**config.mk**
```make
export PLATFORM = sky130hd
export DESIGN_NAME = melody_seq
export DESIGN_NICKNAME = d
export VERILOG_FILES = /design/src/rtl/melody_seq.sv
export SDC_FILE = /design/constraint.sdc
export NUM_CORES = 1
export LEC_CHECK = 0
export ABC_AREA = 1
export BUFFER_PORTS_ARGS = -buffer_cell sky130_fd_sc_hd__buf_4
export CORE_AREA = 2 2 283 285
export DETAILED_ROUTE_END_ITERATION = 8
export DIE_AREA = 0 0 285 287
export HOLD_SLACK_MARGIN = 0.12
export PLACE_DENSITY_LB_ADDON = 0.25
export SETUP_SLACK_MARGIN = 0.02
export SLEW_MARGIN = 5
export SYNTH_ARGS = -nofsm -noshare
export SYNTH_HDL_FRONTEND = slang
export SYNTH_SLANG_ARGS = --single-unit
```
**constraint.sdc**
```tcl
create_clock -name clk -period 2.8 [get_ports clk]
set_clock_uncertainty 0.15 [all_clocks]
set_input_delay 0 -clock clk [delete_from_list [all_inputs] [get_ports clk]]
set_output_delay 0 -clock clk [all_outputs]
set_load 0.005 [all_outputs]
```
**src/rtl/melody_seq.sv**
```systemverilog
// melody_seq: plays a melody stored in a writable step memory.
// Each step holds {half-period, beats}. A beat timer advances the steps and a
// divider produces the square-wave tone output on nota.
// Optional feature macro: MELODY_GAP_EN. When defined, the final GAP_CLKS
// cycles of each step are silent so that repeated notes sound separate.
// Ports:
//   clk, rst              clock, asynchronous active-high reset
//   start, stop           begin playback from step 0 / abort playback
//   loop_en               restart at step 0 after the last step
//   length                number of steps to play (clamped to 2**ADDR_W)
//   wr_en, wr_addr,
//   wr_half, wr_beats     step-memory write port (half=0 is a rest, beats=0 acts as 1)
//   nota                  square-wave tone output
//   sel                   current step index
//   busy                  high while loading or playing a step
//   done                  one-cycle pulse at the natural end of a non-looping melody
module melody_seq #(
   parameter int unsigned ADDR_W    = 5,
   parameter int unsigned DIV_W     = 20,
   parameter int unsigned BEAT_W    = 4,
   parameter int unsigned BEAT_CLKS = 6250000,
   parameter int unsigned GAP_CLKS  = 500000
) (
   input  logic              clk,
   input  logic              rst,
   input  logic              start,
   input  logic              stop,
   input  logic              loop_en,
   input  logic [ADDR_W:0]   length,
   input  logic              wr_en,
   input  logic [ADDR_W-1:0] wr_addr,
   input  logic [DIV_W-1:0]  wr_half,
   input  logic [BEAT_W-1:0] wr_beats,
   output logic              nota,
   output logic [ADDR_W-1:0] sel,
   output logic              busy,
   output logic              done
);

   localparam int unsigned DEPTH  = 2 ** ADDR_W;
   localparam int unsigned LEN_W  = ADDR_W + 1;
   localparam int unsigned WORD_W = DIV_W + BEAT_W;
   localparam int unsigned TICK_W = (BEAT_CLKS > 1) ? $clog2(BEAT_CLKS) : 1;

   typedef enum logic [1:0] {S_IDLE, S_LOAD, S_PLAY} state_t;

   logic [WORD_W-1:0] mem [DEPTH];

   state_t            state;
   logic [DIV_W-1:0]  half;
   logic [DIV_W-1:0]  tone_cnt;
   logic [BEAT_W-1:0] beats;
   logic [BEAT_W-1:0] beat_cnt;
   logic [TICK_W-1:0] tick;

   logic [LEN_W-1:0]  len_eff;
   logic [BEAT_W-1:0] beats_m1;
   logic              tick_end;
   logic              step_end;
   logic              more_steps;
   logic              tone_hit;
   logic              gap_next;

   // Step memory write port; contents are deliberately not reset.
   always_ff @(posedge clk) begin
      if (wr_en) mem[wr_addr] <= {wr_half, wr_beats};
   end

   // Step-timing helpers; a zero beat count plays as one beat.
   assign len_eff    = (length > LEN_W'(DEPTH)) ? LEN_W'(DEPTH) : length;
   assign beats_m1   = (beats == '0) ? '0 : beats - BEAT_W'(1);
   assign tick_end   = (tick == TICK_W'(BEAT_CLKS - 1));
   assign step_end   = tick_end && (beat_cnt == beats_m1);
   assign more_steps = ({1'b0, sel} + LEN_W'(1)) < len_eff;
   assign tone_hit   = (tone_cnt == half - DIV_W'(1));

`ifdef MELODY_GAP_EN
   // The next PLAY cycle is inside the gap when at most GAP_CLKS cycles
   // remain after it; split into whole beats plus ticks to avoid a multiply.
   localparam int unsigned GAP_LIM   = GAP_CLKS + 1;
   localparam int unsigned GAP_BEATS = GAP_LIM / BEAT_CLKS;
   localparam int unsigned GAP_REM   = GAP_LIM % BEAT_CLKS;

   logic [BEAT_W-1:0] beats_left;
   assign beats_left = beats_m1 - beat_cnt;
   assign gap_next   = (32'(beats_left) < GAP_BEATS) ||
                       ((32'(beats_left) == GAP_BEATS) &&
                        ((BEAT_CLKS - 32'(tick)) <= GAP_REM));
`else
   logic gap_unused;
   assign gap_unused = (GAP_CLKS == 0);
   assign gap_next   = 1'b0;
`endif

   // Sequencer: state, step index, counters and registered outputs.
   always_ff @(posedge clk or posedge rst) begin
      if (rst) begin
         state    <= S_IDLE;
         nota     <= 1'b0;
         sel      <= '0;
         busy     <= 1'b0;
         done     <= 1'b0;
         half     <= '0;
         beats    <= '0;
         tone_cnt <= '0;
         beat_cnt <= '0;
         tick     <= '0;
      end else begin
         done <= 1'b0;
         if (stop) begin
            state <= S_IDLE;
            nota  <= 1'b0;
            sel   <= '0;
            busy  <= 1'b0;
         end else begin
            case (state)
               S_IDLE: begin
                  nota <= 1'b0;
                  busy <= 1'b0;
                  if (start && (length != '0)) begin
                     sel   <= '0;
                     busy  <= 1'b1;
                     state <= S_LOAD;
                  end
               end
               S_LOAD: begin
                  // Registered read of the current step; a same-cycle write sees old data.
                  {half, beats} <= mem[sel];
                  tone_cnt      <= '0;
                  beat_cnt      <= '0;
                  tick          <= '0;
                  nota          <= 1'b0;
                  state         <= S_PLAY;
               end
               S_PLAY: begin
                  if (gap_next) begin
                     nota <= 1'b0;
                  end else if (half != '0) begin
                     if (tone_hit) begin
                        nota     <= ~nota;
                        tone_cnt <= '0;
                     end else begin
                        tone_cnt <= tone_cnt + DIV_W'(1);
                     end
                  end

                  if (tick_end) begin
                     tick     <= '0;
                     beat_cnt <= beat_cnt + BEAT_W'(1);
                  end else begin
                     tick <= tick + TICK_W'(1);
                  end

                  if (step_end) begin
                     nota <= 1'b0;
                     if (more_steps) begin
                        sel   <= sel + ADDR_W'(1);
                        state <= S_LOAD;
                     end else if (loop_en) begin
                        sel   <= '0;
                        state <= S_LOAD;
                     end else begin
                        sel   <= '0;
                        busy  <= 1'b0;
                        done  <= 1'b1;
                        state <= S_IDLE;
                     end
                  end
               end
               default: state <= S_IDLE;
            endcase
         end
      end
   end

endmodule

```
==> reports/qor.yml <==
yosysMostFrequentCell: "edfxtp_1"
slew-limit-headroom: 0.513
cts_root_buffer: "clkbuf_16"
n_antenna_cell: 0
synthArstFlopShare: 0.0954
yosys.area.top_type: "edfxtp_1"
drc: 0
setup.worst_path.start: "state[1]"
drt_iter0_markers: 2703
place_ws_ns: 0.216
ys_top_cells_by_count: "edfxtp_1 (768), nor2_1 (587), o21ai_0 (435)"
ir_drop_mv: 0.476
tns_ns: 0
synthToLayoutAreaGrowth_pct: 16.5
synth_warnings: 0
antenna_left: 0
cts_tree: "built"
reg2reg_depth: 7
grt_pass1_wl_mm: 146
port_buffers: 48
clk_pin_slew_ns: 0.06
dieArea_mm2: 0.0818
crit_fanout: 15
start_util: 0.448
nNetsFinal: 3100
numCtsBuffers: 89
postSynthAreaPerCell_um2: 12.1
netlist_area_mm2: 0.0352
arrival_ns: 2.93
grt_overflow: 0
first_pass_iters: 5
synth.top_cell.area_share: 0.655
hold_path.class: "input port to flip-flop"
final_core_util: 0.522
insertion_delay_ns: 0.65
place_congestion: 0.831
routedWlPerCell_um: 23.3
final_max_slew_viol_count: 0
setup_violations: 0
status: "completed"
numClockSinks: 849
synthFlopType: "edfxtp_1"
crit_type: "flip-flop to flip-flop"
fin_crit_ns: 2.57
synth.area.top_cells: "edfxtp_1 (66%), nor2_1 (6.3%), o21ai_0 (6.2%), dfrtp_1 (5.8%), o211ai_1 (2.5%)"
synth_cell_types: 46
totalWireLength_mm: 97.3
tightest_slew_ns: 0.730
yosysSeqAreaShare: 0.713
rsz0062_at_grt: "false"
clock_path_buffers: 3
drive_above_1_share: 0.116
power.density_mw_per_mm2: 739
finalHoldViolations: 0
htree_levels: 3
leakagePower_nw: 14.0
synth_edf_count: 768
grt_max_degree: 67
crit_end: "half[19]"
die_width_um: 285
maxCapViolCount: 0
die_h_um: 287
fmax_mhz: 389
via_per_inst: 5.76
grt.total_usage: 0.237
reg2reg_to: "half[19]"
worstSetupStartpointType: "flip-flop"
yosys_register_bits: 849
crit_required_ns: 3.16
synthesis.nets: 2974
r2r-start: "state[1]"
crit_path_end_kind: "flip-flop"
num_vias: 24000
core_area_mm2: 0.0786
worst_hold_slack_ns: 0.163
synthCells: 2918
r2r_slack_ns: 0.23
dp_hpwl_mm: 55.4
row_count: 103
grt_antenna_before_repair: 1
layout_setup_ws_ns: 0.228
first_global_vias: 23200
finalCritPeriodShare: 0.919
ios: 49
## registers in the layout (all words and copies together), names as in the netlist
name / count
mem: 768
tick: 23
half: 20
tone_cnt: 20
sel: 5
beat_cnt: 4
beats: 4
state: 2
busy: 1
done: 1
nota: 1
## area by class of cell
| cell class | instances | area [um^2] |
|---|---|---|
| Fill cell | 6658 | 37600 |
| Tap cell | 1050 | 1310 |
| Sequential cell | 849 | 25100 |
| Clock inverter | 39 | 428 |
| Timing Repair Buffer | 214 | 2080 |
| Multi-Input combinational cell | 1793 | 9210 |
| Inverter | 97 | 380 |
| Clock buffer | 127 | 2490 |
## cell families after synthesis
group / after synthesis / share of synthesized area
flip-flops: 849 / 0.713
XOR/XNOR: 40 / 0.00995
AO/OA/AOI/OAI: 790 / 0.130
adder cells (fa/ha/maj): 15 / 0.00533
buffers and inverters: 276 / 0.0327
AND/OR/NAND/NOR: 948 / 0.109
## worst max-delay path, stage by stage (launching register included)
cell and delay, ns:
dfrtp_1 0.42, inv_1 0.12, ha_1 0.15, inv_1 0.06, nor2_4 0.49, inv_1 0.52
a21oi_1 0.44, a21oi_1 0.12
## repair_timing
action / CTS / global route
setup buffers: 0 / 0
hold buffers: 54 / 0
endpoints found under the hold margin: 1051 / 0
resized for setup: 0 / 1
endpoints found under the setup margin: 0 / 1
## layer usage
layer	GRT usage	share of wire
met2	0.387	0.48
met3	0.0305	0.071
met4	0.0740	0.025
met5	0	0
met1	0.332	0.43
## metrics by stage
stage	instance area [um^2]	power [W]	std cells
final	41000	0.0303	4169
after global routing	41000	0.0314	4169
after detailed placement	37500	0.0187	3949
after CTS	41000	0.0304	4169
after global placement	37500	0.0186	3949
after floorplan	35200	0.0172	2918
## cells in the final DEF (no fill, tap or decap), types with 20 or more instances in the layout
master	count
edfxtp_1	768
nor2_1	554
o21ai_0	434
nand2_1	218
buf_4	133
o211ai_1	116
o22ai_1	110
inv_1	90
clkbuf_16	90
nand3_1	79
dfrtp_1	77
a21oi_1	58
dlygate4sd3_1	54
o221ai_1	39
nor2_4	35
xor2_1	28
clkbuf_1	27
buf_12	27
nor3_1	20
## where the power goes
group	switching (W)	internal (W)	total [W]
Sequential	0.000380	0.0142	0.0146
Combinational	0.00266	0.00131	0.00397
Clock	0.00495	0.00681	0.0118
## how the worst min path moves through the flow
stage / start / endpoint / slack, ns / depth (start not counted)
2_1_floorplan: wr_beats[0] / mem[0][0] / -0.05 / 0
5_1_grt: wr_half[17] / mem[8][21] / 0.17 / 2
6_report: wr_half[17] / mem[8][21] / 0.16 / 2
3_3_place_gp: rst / busy / -0.01 / 2
3_5_place_dp: rst / busy / -0.001 / 2
4_1_cts: wr_half[17] / mem[12][21] / 0.13 / 2
Power figures use the tool's default switching activity.
